## src/rtl/vend_pkg.sv

```systemverilog
// Shared state encoding and coin/price constants for the dispense controller.
package vend_pkg;

    typedef enum logic [2:0] {
        IDLE,
        SODA_PULSE,
        SODA_ACK,
        SELECT,
        COIN_PULSE,
        COIN_ACK,
        FAULT
    } disp_state_t;

    localparam int PRICE_NICKELS = 4;
    localparam int NICKEL_UNITS  = 1;
    localparam int DIME_UNITS    = 2;

endpackage

```

## src/rtl/eject_timer.sv

```systemverilog
// Shared ejector timer: PULSE_CYC-cycle pulse phase, then an ack window that
// flags a timeout after ACK_TIMEOUT cycles without an acknowledge.
module eject_timer #(
    parameter int PULSE_CYC   = 4,
    parameter int ACK_TIMEOUT = 64
) (
    input  logic clk,
    input  logic reset,
    input  logic start,
    input  logic ack,
    output logic pulse_on,
    output logic pulse_done,
    output logic timeout
);

    localparam int MAXC = (PULSE_CYC > ACK_TIMEOUT) ? PULSE_CYC : ACK_TIMEOUT;
    localparam int CW   = $clog2(MAXC + 1);

    typedef enum logic [1:0] {T_IDLE, T_PULSE, T_ACK} phase_t;

    phase_t        phase_q, phase_d;
    logic [CW-1:0] cnt_q, cnt_d;

    assign pulse_on   = (phase_q == T_PULSE);
    assign pulse_done = pulse_on && (cnt_q == CW'(PULSE_CYC - 1));
    // ack on the final window cycle still wins over the timeout
    assign timeout    = (phase_q == T_ACK) && !ack && (cnt_q == CW'(ACK_TIMEOUT - 1));

    always_comb begin
        phase_d = phase_q;
        cnt_d   = cnt_q + CW'(1);
        if (start) begin
            phase_d = T_PULSE;
            cnt_d   = '0;
        end else begin
            case (phase_q)
                T_PULSE: if (pulse_done) begin
                    phase_d = T_ACK;
                    cnt_d   = '0;
                end
                T_ACK: if (ack || timeout) begin
                    phase_d = T_IDLE;
                    cnt_d   = '0;
                end
                default: cnt_d = '0;
            endcase
        end
    end

    always_ff @(posedge clk) begin
        if (reset) begin
            phase_q <= T_IDLE;
            cnt_q   <= '0;
        end else begin
            phase_q <= phase_d;
            cnt_q   <= cnt_d;
        end
    end

endmodule

```

## src/rtl/vend_dispenser.sv

```systemverilog
// Dispense-side controller: one soda, then greedy dime/nickel change, each
// ejection a timed pulse followed by a mechanism acknowledge.
module vend_dispenser
    import vend_pkg::*;
#(
    parameter int CNT_W       = 4,
    parameter int SODA_INIT   = 8,
    parameter int DIME_INIT   = 8,
    parameter int NICKEL_INIT = 8,
    parameter int PULSE_CYC   = 4,
    parameter int ACK_TIMEOUT = 64
) (
    input  logic             clk,
    input  logic             reset,
    input  logic             soda,
    input  logic [2:0]       change,
    input  logic             mech_done,
    input  logic             refill,
    output logic             busy,
    output logic             eject_soda,
    output logic             eject_dime,
    output logic             eject_nickel,
    output logic             sold_out,
    output logic             short_change,
    output logic             fault,
    output logic [CNT_W-1:0] soda_cnt,
    output logic [CNT_W-1:0] dime_cnt,
    output logic [CNT_W-1:0] nickel_cnt
);

    disp_state_t      state_q, state_d;
    logic [3:0]       remaining_q, remaining_d;
    logic             coin_dime_q, coin_dime_d;
    logic [CNT_W-1:0] soda_cnt_q, soda_cnt_d;
    logic [CNT_W-1:0] dime_cnt_q, dime_cnt_d;
    logic [CNT_W-1:0] nickel_cnt_q, nickel_cnt_d;
    logic             short_change_q, short_change_d;
    logic             busy_q, busy_d;
    logic             eject_soda_q, eject_soda_d;
    logic             eject_dime_q, eject_dime_d;
    logic             eject_nickel_q, eject_nickel_d;
    logic             fault_q, fault_d;

    logic             tmr_start, pulse_on, pulse_done, timeout;

    eject_timer #(
        .PULSE_CYC  (PULSE_CYC),
        .ACK_TIMEOUT(ACK_TIMEOUT)
    ) u_timer (
        .clk       (clk),
        .reset     (reset),
        .start     (tmr_start),
        .ack       (mech_done),
        .pulse_on  (pulse_on),
        .pulse_done(pulse_done),
        .timeout   (timeout)
    );

    always_comb begin
        state_d        = state_q;
        remaining_d    = remaining_q;
        coin_dime_d    = coin_dime_q;
        soda_cnt_d     = soda_cnt_q;
        dime_cnt_d     = dime_cnt_q;
        nickel_cnt_d   = nickel_cnt_q;
        short_change_d = short_change_q;
        tmr_start      = 1'b0;

        case (state_q)
            IDLE: begin
                if (soda) begin
                    short_change_d = 1'b0;
                    if (soda_cnt_q != '0) begin
                        remaining_d = {1'b0, change};
                        soda_cnt_d  = soda_cnt_q - CNT_W'(1);
                        tmr_start   = 1'b1;
                        state_d     = SODA_PULSE;
                    end else begin
                        // sold out: refund the price along with the change
                        remaining_d = {1'b0, change} + 4'(PRICE_NICKELS);
                        state_d     = SELECT;
                    end
                end else if (refill) begin
                    soda_cnt_d   = CNT_W'(SODA_INIT);
                    dime_cnt_d   = CNT_W'(DIME_INIT);
                    nickel_cnt_d = CNT_W'(NICKEL_INIT);
                end
            end
            SODA_PULSE: if (pulse_done) state_d = SODA_ACK;
            COIN_PULSE: if (pulse_done) state_d = COIN_ACK;
            SODA_ACK, COIN_ACK: begin
                if (mech_done && !pulse_on) state_d = SELECT;
                else if (timeout)           state_d = FAULT;
            end
            SELECT: begin
                if (remaining_q == '0) begin
                    state_d = IDLE;
                end else if (remaining_q >= 4'(DIME_UNITS) && dime_cnt_q != '0) begin
                    remaining_d = remaining_q - 4'(DIME_UNITS);
                    dime_cnt_d  = dime_cnt_q - CNT_W'(1);
                    coin_dime_d = 1'b1;
                    tmr_start   = 1'b1;
                    state_d     = COIN_PULSE;
                end else if (nickel_cnt_q != '0) begin
                    remaining_d  = remaining_q - 4'(NICKEL_UNITS);
                    nickel_cnt_d = nickel_cnt_q - CNT_W'(1);
                    coin_dime_d  = 1'b0;
                    tmr_start    = 1'b1;
                    state_d      = COIN_PULSE;
                end else begin
                    short_change_d = 1'b1;
                    state_d        = IDLE;
                end
            end
            FAULT:   state_d = FAULT;
            default: state_d = IDLE;
        endcase

        // Moore outputs registered from the next state
        busy_d         = (state_d != IDLE);
        eject_soda_d   = (state_d == SODA_PULSE);
        eject_dime_d   = (state_d == COIN_PULSE) && coin_dime_d;
        eject_nickel_d = (state_d == COIN_PULSE) && !coin_dime_d;
        fault_d        = (state_d == FAULT);
    end

    always_ff @(posedge clk) begin
        if (reset) begin
            state_q        <= IDLE;
            remaining_q    <= '0;
            coin_dime_q    <= 1'b0;
            soda_cnt_q     <= CNT_W'(SODA_INIT);
            dime_cnt_q     <= CNT_W'(DIME_INIT);
            nickel_cnt_q   <= CNT_W'(NICKEL_INIT);
            short_change_q <= 1'b0;
            busy_q         <= 1'b0;
            eject_soda_q   <= 1'b0;
            eject_dime_q   <= 1'b0;
            eject_nickel_q <= 1'b0;
            fault_q        <= 1'b0;
        end else begin
            state_q        <= state_d;
            remaining_q    <= remaining_d;
            coin_dime_q    <= coin_dime_d;
            soda_cnt_q     <= soda_cnt_d;
            dime_cnt_q     <= dime_cnt_d;
            nickel_cnt_q   <= nickel_cnt_d;
            short_change_q <= short_change_d;
            busy_q         <= busy_d;
            eject_soda_q   <= eject_soda_d;
            eject_dime_q   <= eject_dime_d;
            eject_nickel_q <= eject_nickel_d;
            fault_q        <= fault_d;
        end
    end

    assign busy         = busy_q;
    assign eject_soda   = eject_soda_q;
    assign eject_dime   = eject_dime_q;
    assign eject_nickel = eject_nickel_q;
    assign sold_out     = (soda_cnt_q == '0);
    assign short_change = short_change_q;
    assign fault        = fault_q;
    assign soda_cnt     = soda_cnt_q;
    assign dime_cnt     = dime_cnt_q;
    assign nickel_cnt   = nickel_cnt_q;

endmodule
```

## config.mk

```make
export PLATFORM = sky130hd
export DESIGN_NAME = vend_dispenser
export DESIGN_NICKNAME = d
export VERILOG_FILES = /design/src/rtl/vend_pkg.sv /design/src/rtl/eject_timer.sv /design/src/rtl/vend_dispenser.sv
export SDC_FILE = /design/constraint.sdc
export NUM_CORES = 1
export LEC_CHECK = 0
export ABC_CLOCK_PERIOD_IN_PS = 2200
export CAP_MARGIN = 0
export CORE_ASPECT_RATIO = 0.9
export CORE_UTILIZATION = 25
export DETAILED_ROUTE_END_ITERATION = 8
export MAX_ROUTING_LAYER = met4
export PLACE_DENSITY_LB_ADDON = 0.1
export SYNTH_ARGS = -nofsm -noshare
export SYNTH_HDL_FRONTEND = slang
export SYNTH_SLANG_ARGS = --single-unit
export TNS_END_PERCENT = 1
```

## constraint.sdc

```tcl
create_clock -name clk -period 2.2 [get_ports clk]
set_input_delay 0.22 -clock clk [delete_from_list [all_inputs] [get_ports clk]]
set_output_delay 0.22 -clock clk [all_outputs]
set_load 0.02 [all_outputs]
```

==> run metrics, run 1 <==
final std cells w/o fill=368; CTS H-tree depth=2; Remaining DRCs=0; Worst Setup Path Type=flip-flop to flip-flop; Sink Count=35; crit path capture type=flip-flop; flops & latches, synth=35; DRT Pass-1 Iters=6; Critical Path AT=2.33 ns; initial antenna violation count=0; CP max FO=7; register area share after synthesis=35.9%; root buffer cell=clkbuf_8; Synth Warn #=0; status=completed; CTS buffer count=5; mean post-synth cell area=8.64 sq um; Yosys top cell area share=35.9%; fillers=796; Most common cell on crit path=or4_4; post-synthesis xor/xnor area fraction=4.94%; I/O Pins=27; GRT Overall Usage=12.8%; first-pass GRT wire length=7.76 mm; placed inst area=2450 sq um; main combinational cell family by area after synthesis=simple AND/OR/NAND/NOR gates; slowest CP cell=or4_4; Power Density=669 nW/um^2; Post-Synthesis Net Count=247; reg2reg setup slack=0.10 ns; hpwl dp=3.60 mm; cells taking the most area after synthesis=dfxtp_1 36%, ha_1 8.3%, nor2_1 6.0%; Worst Max-Slew Pin Slew=0.467 ns; worst-case hold slack=0.447 ns; largest net degree at the start of global routing=14; Slew Viols, Final=0; post-synthesis mux area share=2.12%; most frequent cells in the layout=34 x dfxtp_1, 31 x nor2_1, 25 x clkdlybuf4s50_1; Post-Synth Simple-Gate Area=25.9%; Slew HR=68.5%; top_reg_cell synth=dfxtp_1; required time worst endpoint=2.43 ns; hold_buf cts=0; Post-synth EDFFs=0; Die X=95.1 um; cell count after synthesis=226; # port buffers=26; share of layout cells above drive strength 1=17.6%; Peak Freq=0.476 GHz; DIE HEIGHT=85.8 um; Leakage=0.992 nW; Detail Route Antenna Nets=0; Compound-Gate Fraction of Synth Area=17.8%; post-synthesis cell area=1950 sq um; die area=8170 sq um; final wirelength=4.66 mm; final setup violation count=0; final net count=293; Clk pin slew, worst setup/hold paths=0.07 ns; 1st-iter DRT viols=48; Sum Neg Setup Slack=0 ns; Post-Synth Adder-Cell Area=8.33%; number of global-route vias before repair=1601; worst slack, placed=-0.0328 ns; setup repair bufs after CTS=0; Vias=1722; Max Cap Violations=0; Peak VDD IR=0.000239 V; Design Area, Final=2560 sq um; row cnt=30; area of the multi-input gates=1180 sq um; ANT cells=0; Max clock buf depth=2; Vias/cell=4.68; register area=702 sq um; commonest non-fill, non-tap cell in the layout=dfxtp_1; Worst Skew=0.00688 ns; CP Cell Sequence=inv_1, ha_1, or4_4, a21oi_4, o21ai_2, or4_4, nor2_1; post-route clock period utilization=95.4%; Hold Fails Final Rpt=0; Final Worst Setup Slack=0.101 ns; Critical Path Max Stage Delay=0.54 ns; wire per inst=12.7 um; Initial Utilization=25.9%; Startpoint Class=flip-flop; top cell type by total area after synthesis=dfxtp_1; Post-synth ARST share=0%; insertion delay to the later sink of the worst-skew pair=0.29 ns; worst hold path class=flip-flop to flip-flop; Final min period=2.10 ns; Placed Instances=361; Layout area overhead=31.4%; GPL Wtd Cong=0.731; core area=7540 sq um; distinct cell type count after synthesis=56; total grt overflow=0; CTS tree=built
[routing by layer]
layer | routed length, um | vias to the layer above | track usage, %
met5 | 0 | - | -
met1 | 2370 | 801 | 16.7
met2 | 2120 | 20 | 19.5
met3 | 111 | 7 | 3.01
met4 | 65 | 0 | 4.13
li1 | - | 894 | -
[path summary, 6_finish.rpt]
path,from,to,cells past startpoint
hold reg to reg,u_timer.cnt_q[0],u_timer.cnt_q[0],1
setup / recovery,remaining_q[0],u_timer.cnt_q[3],7
setup reg to reg,remaining_q[0],u_timer.cnt_q[3],7
hold / removal,u_timer.cnt_q[0],u_timer.cnt_q[0],1
[synth_stat cells (all sizes together), types with 4 or more instances]
cell type and count:
clkbuf 4, o21ai 8, nand3 6, nand2 13
nor2 31, nand3b 4, nor4 5, xnor2 8
nor3 6, ha 13, dfxtp 35, inv 17
a21oi 15
[through the flow]
stage          total power, mW  utilization [%]
3_5_place_dp              1.24             32.5
4_1_cts                   1.74             33.7
6_report                  1.72             34.0
5_1_grt                   1.84             34.0
3_3_place_gp              1.25             32.5
2_1_floorplan             1.06                -
[registers in the layout (all words and copies together) (netlist names)]
name	count
u_timer.cnt_q	7
dime_cnt	4
nickel_cnt	4
remaining_q	4
soda_cnt	4
state_q	3
u_timer.phase_q	2
busy	1
coin_dime_q	1
eject_dime	1
eject_nickel	1
eject_soda	1
fault	1
short_change	1
[final cells by class]
cell class	instances	area share, %
Multi-Input combinational cell	167	46.0
Clock inverter	1	0.195
Inverter	17	2.49
Clock buffer	6	3.22
Tap cell	96	4.68
Timing Repair Buffer	46	16.1
Sequential cell	35	27.4
[logic make-up after synthesis]
family          after synthesis
fa+ha+maj                    13
xor+xnor                     11
compound gates               47
simple gates                 92
flops                        35
buf+inv                      24
mux                           4
[critical path, delay by kind of cell (launching register included)]
family,cells,cell delay [ns]
buffers and inverters,1,0.07
flip-flops,1,0.34
adder cells (fa/ha/maj),1,0.21
AND/OR/NAND/NOR,3,1.11
AO/OA/AOI/OAI,2,0.30
[timing repair]
item,in CTS,in global routing
gates resized for setup,1,6
endpoints found under the setup margin,1,11
endpoints found under the hold margin,0,0
pin swaps,0,0
[power breakdown]
| group | internal [mW] | switching (mW) | total [mW] |
|---|---|---|---|
| logic | 0.250 | 0.260 | 0.509 |
| clock network | 0.246 | 0.241 | 0.487 |
| registers | 0.679 | 0.0423 | 0.721 |
No activity file was read; power rests on OpenSTA's default activity.
==> inputs of run 2 (changes only) <==
- GPL_ROUTABILITY_DRIVEN: default -> 1
- SLEW_MARGIN: default -> 10
==> results of run 2 <==
No change in the layout: final DEF, timing and power equal those of run 1.
==> inputs of run 3 (changes only) <==
- CAP_MARGIN: 0 -> 40
- CTS_BUF_LIST: default -> sky130_fd_sc_hd__clkbuf_4
- SYNTH_HIERARCHICAL: default -> 1
==> run 3 against run 2 <==
  * Synthesized cell count rose by 5.3%
  * Register-to-register slack worse by 0.096 ns
  * Sequential share of layout area down 2.6 points
  * Cell count up 6.3%
  * Fmax fell by 4.4%
  * Core utilization increased by 1.4 points
  * Die area rose by 7.0%
  * Global-route usage grew 0.77 points
  * Worst setup slack got worse by 0.096 ns
  * Critical endpoint is now busy
==> run metrics, run 3 <==
Synth Warn #=6; commonest non-fill, non-tap cell in the layout=dfxtp_1; die area=8730 sq um; hpwl dp=4.08 mm; Post-synth EDFFs=0; GPL Wtd Cong=0.755; Reg with most FFs=u_timer/cnt_q; worst hold path class=primary input to flip-flop; Commonest cells post-synth=35 x dfxtp_1, 19 x nor2_1, 17 x inv_1, 11 x ha_1, 11 x nand2_1; distinct cell type count after synthesis=61; Clk pin slew, worst setup/hold paths=0.13 ns; CP Cell Sequence=ha_4, or4b_4, nor4b_4, buf_4, mux2i_4, buf_4, o32a_1, a31oi_1; Critical Path Max Stage Delay=0.47 ns; share of layout cells above drive strength 1=25.7%; Initial Utilization=25.9%; Final min period=2.19 ns; largest net degree at the start of global routing=13; max FFs per register=7; total grt overflow=0; Max clock buf depth=2; worst-case hold slack=0.482 ns; CTS buffer count=5; register area share after synthesis=33.5%; CP max FO=3; post-synthesis cell area=2090 sq um; Remaining DRCs=0; first-pass GRT wire length=9.03 mm; Layout area overhead=36.5%; CTS H-tree depth=2; Slew HR=59.6%; Sink Count=35; cell count after synthesis=238; Internal Power=1.22 mW; number of global-route vias before repair=1780; Startpoint Class=flip-flop; top_reg_cell synth=dfxtp_1; slowest CP cell=or4b_4; GRT Overall Usage=13.6%; Vias=1922; worst slack, placed=-0.136 ns; mean post-synth cell area=8.78 sq um; root buffer cell=clkbuf_4; required time worst endpoint=2.42 ns; Post-Synthesis Net Count=257; Placed Instances=382; Max Cap Violations=0; Leakage=1.08 nW; Die X=98.4 um; wire per inst=13.7 um; # port buffers=26; final wirelength=5.37 mm; part of the power in registers=40.2%; final net count=310; Sw Share=36.7%; Critical Path AT=2.41 ns; status=completed; Peak Freq=0.456 GHz; final std cells w/o fill=391; Power Density=673 nW/um^2; 1st-iter DRT viols=66; Detail Route Antenna Nets=0; CTS tree=built; Worst Max-Slew Pin Slew=0.605 ns; crit path capture type=flip-flop; row cnt=31; clock share of power=19.8%; flops & latches, synth=35; insertion delay to the later sink of the worst-skew pair=0.35 ns; top cell type by total area after synthesis=dfxtp_1; hold_buf cts=0; Yosys top cell area share=33.5%; Worst Setup Path Type=flip-flop to flip-flop; initial antenna violation count=0; Sw Pwr=705 uW; Vias/cell=4.92; Post-synth ARST share=0%; combinational share of power=40.0%; Hold Fails Final Rpt=0; DRT Pass-1 Iters=6; cells taking the most area after synthesis=dfxtp_1 34%, ha_1 6.6%, nor2_1 3.4%; DIE HEIGHT=88.8 um; dominant cell by count in the synthesized netlist=dfxtp_1; Final Worst Setup Slack=0.00536 ns; Most common cell on crit path=buf_4; post-route clock period utilization=99.8%; core area=8070 sq um; Slew Viols, Final=0; ANT cells=0; I/O Pins=27; Peak VDD IR=0.000252 V; final setup violation count=0; Worst Skew=0.0131 ns; most frequent cells in the layout=31 x dfxtp_1, 29 x buf_4, 25 x clkdlybuf4s50_1; RSZ-0062 raised after global routing=true
[run 3: cell count changes after synthesis, moves of 4 or more]
cell      previous run  this run
nand2b_1             2         6
o31ai_1              0         4
a21oi_1             14         7
or3_1                2         7
nor2_1              31        19
or4_1                0         4
nor3_1               6         2
a211oi_1             1         8
o211ai_1             0         4
[run 3: stage by stage]
stage	TNS (ns)	cell area, sq um	utilization (%)	power, mW
after global placement	-0.428	2680	33.2	1.53
after global routing	-0.181	2850	35.4	2.06
after detailed placement	-0.595	2680	33.2	1.52
final	0	2850	35.4	1.92
after floorplan	-0.0991	2140	-	1.25
after CTS	0	2790	34.6	1.93
[run 3: area by class of cell]
type / instances / area [sq um]
clock buffer: 6 / 45.0
clock inverter: 2 / 11.3
fill: 864 / 5210
inverter: 17 / 68.8
multi-input combinational: 177 / 1420
sequential: 35 / 708
tap: 99 / 124
timing repair buffer: 55 / 477
[run 3: cell families after synthesis]
kind of cell	count (synthesis)	synth area share, %
buf+inv	26	5.21
compound gates	55	19.8
mux	7	3.41
fa+ha+maj	11	6.58
xor+xnor	8	3.35
simple gates	96	28.1
flops	35	33.5
[run 3: power by group through the flow]
stage,registers (mW),logic (mW),clock network [mW]
2_1_floorplan,0.822,0.430,0
3_3_place_gp,0.784,0.746,0
3_5_place_dp,0.783,0.742,0
4_1_cts,0.771,0.755,0.402
5_1_grt,0.786,0.847,0.432
6_report,0.772,0.768,0.380
[run 3: worst paths after layout]
path / cells after the start / endpoint / slack, ns / from
worst min register to register: 2 / soda_cnt[1] / 0.50 / soda_cnt[1]
worst min-delay path: 3 / remaining_q[1] / 0.48 / change[1]
worst max-delay path: 8 / busy / 0.005 / u_timer/cnt_q[0]
worst max register to register: 8 / busy / 0.005 / u_timer/cnt_q[0]
[run 3: timing repair]
item                                   4_1_cts  5_1_grt
cloned                                       0        0
gates resized for setup                     11       12
buffers inserted                             1        1
pin swaps                                    2        5
endpoints found under the hold margin        0        0
setup endpoints to repair                    7       16
[run 3: metal layers]
metal | GRT usage (%) | vias up | part of all wire (%)
li1 | - | 983 | -
met1 | 19.7 | 910 | 56
met2 | 18.8 | 25 | 41
met3 | 2.37 | 4 | 2.1
met4 | 4.48 | 0 | 0.95
met5 | - | - | 0
[run 3: critical path: cells and delay by family, from the launching register on]
family,cells,cell delay (ns)
buffers and inverters,2,0.31
adders and majority gates,1,0.14
muxes,1,0.25
AOI/OAI and AO/OA,2,0.24
DFF,1,0.37
and+or+nand+nor,2,0.76
